File: config.mk
export PLATFORM = sky130hd
export DESIGN_NAME = wb_writer_flat
export DESIGN_NICKNAME = d
export VERILOG_FILES = /design/src/rtl/wb_writer_if.sv /design/src/rtl/wb_writer.sv /design/src/flat_wrapper.sv
export SDC_FILE = /design/constraint.sdc
export NUM_CORES = 1
export LEC_CHECK = 0
export ABC_AREA = 0
export CORE_MARGIN = 5
export CORE_UTILIZATION = 25
export CTS_BUF_LIST = sky130_fd_sc_hd__clkbuf_2 sky130_fd_sc_hd__clkbuf_4 sky130_fd_sc_hd__clkbuf_8
export DETAILED_ROUTE_END_ITERATION = 7
export SLEW_MARGIN = 0
export SYNTH_ARGS = -nofsm -noshare
export SYNTH_HDL_FRONTEND = slang
export SYNTH_SLANG_ARGS = --single-unit
File: constraint.sdc
create_clock -name clk -period 4.4 [get_ports clk]
set_input_delay 1.1 -clock clk [delete_from_list [all_inputs] [get_ports clk]]
set_output_delay 1.1 -clock clk [all_outputs]
set_load 0.01 [all_outputs]
File: src/rtl/wb_writer_if.sv
// Writeback request/response bundle for wb_writer: two producer request
// channels, the register-file write port, the forwarding lookup and the
// queue occupancy. The slave side is the writer itself.
interface wb_writer_if #(
    parameter int DEPTH = 4
);
    localparam int CNT_W = $clog2(DEPTH) + 1;

    // ALU writeback request channel
    logic             alu_valid;
    logic [4:0]       alu_rd;
    logic [31:0]      alu_data;
    logic             alu_ready;

    // Load-return request channel
    logic             ld_valid;
    logic [4:0]       ld_rd;
    logic [31:0]      ld_data;
    logic             ld_ready;

    // Register-file write port
    logic [4:0]       writereg;
    logic [31:0]      writedata;
    logic             RegWrite;

    // Forwarding lookup
    logic [4:0]       query_reg;
    logic             query_hit;
    logic [31:0]      query_data;

    // Queue occupancy
    logic [CNT_W-1:0] count;

    modport slave (
        input  alu_valid, alu_rd, alu_data,
        input  ld_valid, ld_rd, ld_data,
        input  query_reg,
        output alu_ready, ld_ready,
        output writereg, writedata, RegWrite,
        output query_hit, query_data,
        output count
    );

    modport master (
        output alu_valid, alu_rd, alu_data,
        output ld_valid, ld_rd, ld_data,
        output query_reg,
        input  alu_ready, ld_ready,
        input  writereg, writedata, RegWrite,
        input  query_hit, query_data,
        input  count
    );
endinterface

File: src/rtl/wb_writer.sv
// Writeback queue: merges ALU and load-return results into a single
// register-file write port, one write per cycle, with forwarding lookup
// over the pending entries. DEPTH must be 2, 4 or 8 (power of two, so the
// pointers wrap naturally).
module wb_writer #(
    parameter int DEPTH = 4
) (
    input  logic        clk,
    input  logic        rst_n,
    wb_writer_if.slave  bus
);
    localparam int PTR_W = $clog2(DEPTH);
    localparam int CNT_W = PTR_W + 1;

    typedef struct packed {
        logic [4:0]  rd;
        logic [31:0] data;
    } entry_t;

    entry_t           mem [DEPTH];
    entry_t           head;
    logic [PTR_W-1:0] rd_ptr;
    logic [PTR_W-1:0] wr_ptr;
    logic [CNT_W-1:0] count;
    logic [CNT_W-1:0] free_slots;
    logic             ld_push;
    logic             alu_push;
    logic             pop;

    assign free_slots = CNT_W'(DEPTH) - count;
    assign head       = mem[rd_ptr];
    assign pop        = (count != '0);

    // Readiness from registered occupancy; the last free slot goes to the load.
    always_comb begin
        bus.ld_ready  = (free_slots != '0);
        bus.alu_ready = (free_slots >= CNT_W'(2)) ||
                        ((free_slots == CNT_W'(1)) && !bus.ld_valid);
    end

    // Accepted requests to r0 are swallowed here and never take a slot.
    always_comb begin
        ld_push  = bus.ld_valid  && bus.ld_ready  && (bus.ld_rd  != 5'd0);
        alu_push = bus.alu_valid && bus.alu_ready && (bus.alu_rd != 5'd0);
    end

    // Entry storage: load lands first, ALU behind it when both push together.
    // NOTE: storage is deliberately not reset; occupancy alone marks slots live.
    always_ff @(posedge clk) begin
        if (ld_push) begin
            mem[wr_ptr] <= {bus.ld_rd, bus.ld_data};
        end
        if (alu_push) begin
            mem[wr_ptr + PTR_W'(ld_push)] <= {bus.alu_rd, bus.alu_data};
        end
    end

    // Pointer and occupancy bookkeeping; push and pop may coincide.
    // NOTE: non-blocking so every register updates from pre-edge values.
    always_ff @(posedge clk or negedge rst_n) begin
        if (!rst_n) begin
            rd_ptr <= '0;
            wr_ptr <= '0;
            count  <= '0;
        end else begin
            rd_ptr <= rd_ptr + PTR_W'(pop);
            wr_ptr <= wr_ptr + PTR_W'(ld_push) + PTR_W'(alu_push);
            count  <= count + CNT_W'(ld_push) + CNT_W'(alu_push) - CNT_W'(pop);
        end
    end

    // Write port drives the head entry whenever the queue is non-empty.
    always_comb begin
        bus.RegWrite  = pop;
        bus.writereg  = pop ? head.rd   : 5'd0;
        bus.writedata = pop ? head.data : 32'd0;
        bus.count     = count;
    end

    // Forwarding lookup: scan oldest to newest so the newest match wins.
    always_comb begin
        // NOTE: defaults first so every path assigns and no latch is inferred.
        bus.query_hit  = 1'b0;
        bus.query_data = 32'd0;
        for (int i = 0; i < DEPTH; i++) begin
            if ((CNT_W'(i) < count) && (bus.query_reg != 5'd0) &&
                (mem[rd_ptr + PTR_W'(i)].rd == bus.query_reg)) begin
                bus.query_hit  = 1'b1;
                bus.query_data = mem[rd_ptr + PTR_W'(i)].data;
            end
        end
    end
endmodule

File: src/flat_wrapper.sv
// flat-port wrapper written by rule: the top's interface ports become plain ports
module wb_writer_flat 
#(
    parameter int DEPTH = 4
)
  (clk, rst_n, bus_alu_valid, bus_alu_rd, bus_alu_data, bus_ld_valid, bus_ld_rd, bus_ld_data, bus_query_reg, bus_alu_ready, bus_ld_ready, bus_writereg, bus_writedata, bus_RegWrite, bus_query_hit, bus_query_data, bus_count);
  wb_writer_if #(.DEPTH(DEPTH)) bus_i ();
  input  logic clk;
  input  logic rst_n;
  input wire logic [$bits(bus_i.alu_valid)-1:0] bus_alu_valid;
  input wire logic [$bits(bus_i.alu_rd)-1:0] bus_alu_rd;
  input wire logic [$bits(bus_i.alu_data)-1:0] bus_alu_data;
  input wire logic [$bits(bus_i.ld_valid)-1:0] bus_ld_valid;
  input wire logic [$bits(bus_i.ld_rd)-1:0] bus_ld_rd;
  input wire logic [$bits(bus_i.ld_data)-1:0] bus_ld_data;
  input wire logic [$bits(bus_i.query_reg)-1:0] bus_query_reg;
  output wire logic [$bits(bus_i.alu_ready)-1:0] bus_alu_ready;
  output wire logic [$bits(bus_i.ld_ready)-1:0] bus_ld_ready;
  output wire logic [$bits(bus_i.writereg)-1:0] bus_writereg;
  output wire logic [$bits(bus_i.writedata)-1:0] bus_writedata;
  output wire logic [$bits(bus_i.RegWrite)-1:0] bus_RegWrite;
  output wire logic [$bits(bus_i.query_hit)-1:0] bus_query_hit;
  output wire logic [$bits(bus_i.query_data)-1:0] bus_query_data;
  output wire logic [$bits(bus_i.count)-1:0] bus_count;
  assign bus_i.alu_valid = bus_alu_valid;
  assign bus_i.alu_rd = bus_alu_rd;
  assign bus_i.alu_data = bus_alu_data;
  assign bus_i.ld_valid = bus_ld_valid;
  assign bus_i.ld_rd = bus_ld_rd;
  assign bus_i.ld_data = bus_ld_data;
  assign bus_i.query_reg = bus_query_reg;
  assign bus_alu_ready = bus_i.alu_ready;
  assign bus_ld_ready = bus_i.ld_ready;
  assign bus_writereg = bus_i.writereg;
  assign bus_writedata = bus_i.writedata;
  assign bus_RegWrite = bus_i.RegWrite;
  assign bus_query_hit = bus_i.query_hit;
  assign bus_query_data = bus_i.query_data;
  assign bus_count = bus_i.count;
  wb_writer #(.DEPTH(DEPTH)) u_core (.clk(clk), .rst_n(rst_n), .bus(bus_i));
endmodule
Word level (Yosys, flattened, before mapping) --
Memory sizes are Yosys's and may differ from the RTL's. Index checks and enable logic that the tools add are counted.
Word-level totals: word-level logic and storage cells 58, output and inout port bits 76, input port bits 83, RAM bits 148, register bits 7, memories 1
Memory list:
- u_core.mem | words 4, width 37, read ports 4, clocked after memory_dff 0, write ports 2, RTL line wb_writer.sv:20 | entry_t mem [DEPTH];
Operators by class: equal/unequal tests 5, mux-type cells 14, reductions and logical operators 20, add/subtract/negate cells 10, $lt $le $gt $ge 5
Operators with widths (count):
- 32-bit 2-to-1 mux | 5
- 5-bit equality test | 4
- 5-bit nonzero test | 3
- 1-bit logical AND | 13
- 1-bit 2-to-1 mux | 8
- 2-bit by 1-bit adder with 2-bit output | 3
- 3-bit by 1-bit adder with 3-bit output | 2
- 1-bit by 3-bit < comparator with 1-bit output, first input constant | 2
- 2-bit by 3-bit < comparator with 1-bit output, first input constant | 2
- 3-bit nonzero test | 2
- 5-bit 2-to-1 mux | 1
- 2-bit adder, second input constant | 2
- 3-bit by 1-bit equality test with 1-bit output, second input constant | 1
- 3-bit by 2-bit >= comparator with 1-bit output, second input constant | 1
- 3-bit by 1-bit subtractor with 3-bit output | 1
- 3-bit subtractor, first input constant | 1
- 2-bit by 1-bit adder with 2-bit output, second input constant | 1
- 1-bit zero test | 1
- 1-bit logical OR | 1

Longest topological paths before layout --
depth after elaboration 8, gate-level depth with buffers 13, gate-level depth less buffers 11

Worst setup path after synthesis --
No wires, ideal clock.
kind input to register, from input bus_ld_rd[1], to memory u_core.mem[0][0] (netlist bit) (enable), path buffers 0, setup slack -0.430 ns, data arrival time 4.340 ns, required time 3.910 ns, stages on the path 7, library setup time 0.490 ns, path through or4_1 o211ai_1 inv_1 ha_1 xnor2_1 nand2_1 o32ai_1
RTL lines:
- start: declaration | RTL line flat_wrapper.sv:14 | input wire logic [$bits(bus_i.ld_rd)-1:0] bus_ld_rd;
- end: declaration | RTL line wb_writer.sv:20

Worst setup path in the final report --
from input bus_query_reg[1], to output bus_query_data[23]
On the way: cells in the longest elaborated chain, start to end 7, elaborated cells between the ends (all ways) 17, those cells by class eq/ne (4); mux (4); reduce/logical (9)
Ends and longest elaborated chain:
- start: declaration | RTL line flat_wrapper.sv:16 | input wire logic [$bits(bus_i.query_reg)-1:0] bus_query_reg;
- 5-bit nonzero test | RTL line wb_writer.sv:86 | if ((CNT_W'(i) < count) && (bus.query_reg != 5'd0) &&
- 1-bit logical AND (2 in a row) | RTL line wb_writer.sv:86
- 32-bit 2-to-1 mux (3 in a row) | RTL line wb_writer.sv:86
- 32-bit 2-to-1 mux * | RTL line wb_writer.sv:86
- end: declaration | RTL line flat_wrapper.sv:23 | output wire logic [$bits(bus_i.query_data)-1:0] bus_query_data;
Mark *: on every way between the ends. The rest lies on a longest branch, timed or not.

==> flow_metrics.tcl <==
set metrics [dict create \
    outcome "complete, no violations" \
    worstPathRequired_ns 3.30 \
    placedInstanceArea_um2 14500 \
    clockRootBuffer "clkbuf_8" \
    final_count_of_negative_setup_slack_endpoints 0 \
    postLayoutCoreUtil_pct 33.9 \
    timing.critical_path.from_type "input port" \
    power.combinational.fraction_pct 67.9 \
    routed_wirelength_um 39600 \
    syn_area_um2 11600 \
    synth_top_flop_cell "edfxtp_1" \
    die_h_um 225 \
    initial_antenna_violation_count 5 \
    clock_tree_sinks 155 \
    cts.htree.levels 4 \
    synth_compound_area_share_pct 14.2 \
    global_route_wire_length_before_repair_um 58500 \
    yosysUniqueCellTypes 62 \
    final-max-slew-violation-count 0 \
    wl_per_cell_um 21.2 \
    synth_largest_type_area_fraction_pct 38.4 \
    num_rows 78 \
    global_route.usage.met3_pct 3.01 \
    detail_route.first_pass.iterations 5 \
    remaining_drc_errors 0 \
    grt_util_met1_pct 18.2 \
    area_growth_pct 33.7 \
    gpl.final_weighted_congestion 0.845 \
    grt_pass1_vias 9675 \
    netlist.top_cell.by_area "edfxtp_1" \
    hold-worst-slack_ns 0.785 \
    path_clk_slew_ns 0.09 \
    crit_path_end_kind "primary output" \
    synth.mux.area_fraction_pct 29.5 \
    globalRouteOverflowTotal 0 \
    coreArea_um2 45600 \
    post_synth_fa_ha_maj_area_fraction_pct 1.54 \
    routed_via_density 5.10 \
    share_of_the_yosys_chip_area_belonging_to_registers_pct 40.0 \
    grt_use_total_pct 15.1 \
    cts_tree "done" \
    grt_setup_unrepaired "yes" \
    synth_edf_count 148 \
    timing.max_cap.violations 0 \
    finalWorstPathRequiredPeriod_ns 4.38 \
    p_seq_share_pct 23.5 \
    power_report.internal_total_mw 7.01 \
    leakagePower_nw 5.66 \
    cp.arrival_ns 3.28 \
    power_density_nw_per_um2 808 \
    number_of_i_o_port_buffers 158 \
    fin_ws_ns 0.0202 \
    pin_count_of_the_biggest_net_entering_global_routing 96 \
    setup_tns_ns 0 \
    clock_path_buffers 2 \
    postCtsHoldBufs 0 \
    postSynth.asyncResetShare_pct 4.52 \
    syn_inst 1051 \
    timing_hold_violations_final 0 \
    main_combinational_cell_family_by_area_after_synthesis "multiplexers" \
    final_cell_area_um2 15500 \
    pwr-share-clk_pct 8.6 \
    grt_use_met2_pct 27.3 \
    synth-simple-area-share_pct 7.43 \
    synth-xor-area-share_pct 2.18 \
    worst-setup-path-type "input port to primary output" \
    drtIter0Drc 723 \
    clk-insertion-delay-late_ns 0.47 \
    synth_top_cells_by_area "edfxtp_1, mux2_2, mux2i_1" \
    yosys_warnings 0 \
    min_path_type "register to register" \
    antenna_violating_nets_post_route 0 \
    switching_share_pct 43.9 \
    die_area_um2 50600 \
    synth.cells.most_frequent "mux2_2, edfxtp_1, nor2_1" \
    clock-skew-final_ns 0.0103 \
    detailedPlace.worstSlack_ns -0.644 \
    maxSlewHeadroom_pct 37.1 \
    power.switching_mw 5.48 \
    detailroute.via_count 9544 \
    nNetsFinal 1353 \
    num_io_pins 159 \
    detailedPlacementHpwl_um 26300 \
    tritoncts.num_buffers 17 \
    maximum_vdd_drop_uv 452 \
    start_util_pct 25.4 \
    critical_path_peak_fanout 7 \
    die_width_um 225 \
    drive_above_1_share_pct 34.7 \
    top_usage_layer "met2" \
    synthesis.nets 1147 \
    worstMarginPinSlew_ns 0.944 \
    max_clock_freq_ghz 0.228 \
    yosysMostFrequentCell "mux2_2" \
    postSynthRegisterBits 155 \
    layout_worst_path_cycle_share_pct 99.5 \
    synthesis.area_per_instance_um2 11.0 \
]
-- critical path, cell delays in order --
cell and delay [ns]:
dlygate4sd2_1 0.25, buf_4 0.15, buf_6 0.13, xnor2_2 0.14
nand4_1 0.21, a21o_1 0.26, nand3_4 0.11, buf_4 0.16
buf_16 0.15, nor2_1 0.05, o32a_1 0.28, dlygate4sd2_1 0.28
-- kinds of logic (layout without fill, tap and decap cells) --
family,count (synthesis),after routing
muxes,308,308
buffers and inverters,120,338
and+or+nand+nor,198,199
DFF,155,155
adders and majority gates,13,13
other,0,3
AOI/OAI and AO/OA,230,230
xor gates and xnor gates,27,27
-- power by group through the flow --
stage	clock network (mW)	registers, mW	logic [mW]
after detailed placement	0	2.98	8.09
after CTS	1.11	2.92	8.43
after global routing	1.17	3.01	9.09
after floorplan	0	2.84	4.82
after global placement	0	2.94	8.00
final	1.07	2.94	8.49
-- area by class of cell --
class	instances	area, µm²
fill	4517	30100
clock inverter	15	139
antenna	3	7.51
timing repair buffer	278	2980
sequential	155	4630
tap	600	751
multi-input combinational	777	6620
clock buffer	17	234
inverter	28	105
-- per-layer routing --
metal | part of all wire (%) | wire length (µm)
met5 | 0.053 | 21
met4 | 2.0 | 801
met3 | 5.2 | 2080
met2 | 51 | 20300
met1 | 41 | 16400
-- cell usage in the layout (no fill, tap or decap), drive strengths merged, types with 22 or more instances in the layout --
cell type	instances
buf	140
a31oi	51
clkdlybuf4s50	120
inv	35
nor2	114
nand2	49
mux2	194
o21ai	85
edfxtp	148
o32a	30
clkbuf	22
mux2i	110
o22a	30
-- per-stage QoR --
stage,power (mW),std cells
after floorplan,7.66,1051
after global placement,10.9,1798
after detailed placement,11.1,1798
after CTS,12.5,1868
after global routing,13.3,1873
final,12.5,1873
-- timing repair --
item | in CTS | in global routing
endpoints found under the setup margin | 33 | 33
setup buffers | 32 | 2
pin swaps | 28 | 6
gates cloned | 6 | 0
gates resized for setup | 143 | 41
-- sequential cells by signal (all words and copies together) (netlist names) --
register and flops:
u_core.wr_ptr 2, u_core.bus.count 3, u_core.mem 148, u_core.rd_ptr 2
-- worst paths after layout --
kind / from / to / slack (ns) / cells past startpoint
min in group asynchronous: rst_n / u_core.rd_ptr[0] / 0.91 / 1
max: bus_query_reg[1] / bus_query_data[23] / 0.02 / 12
max reg2reg: u_core.bus.count[0] / u_core.mem[1][20] / 1.18 / 12
max in group asynchronous: rst_n / u_core.rd_ptr[1] / 3.17 / 1
min reg2reg: u_core.wr_ptr[1] / u_core.wr_ptr[1] / 0.79 / 2
min: u_core.wr_ptr[1] / u_core.wr_ptr[1] / 0.79 / 2
No activity file was read; power rests on OpenSTA's default activity.
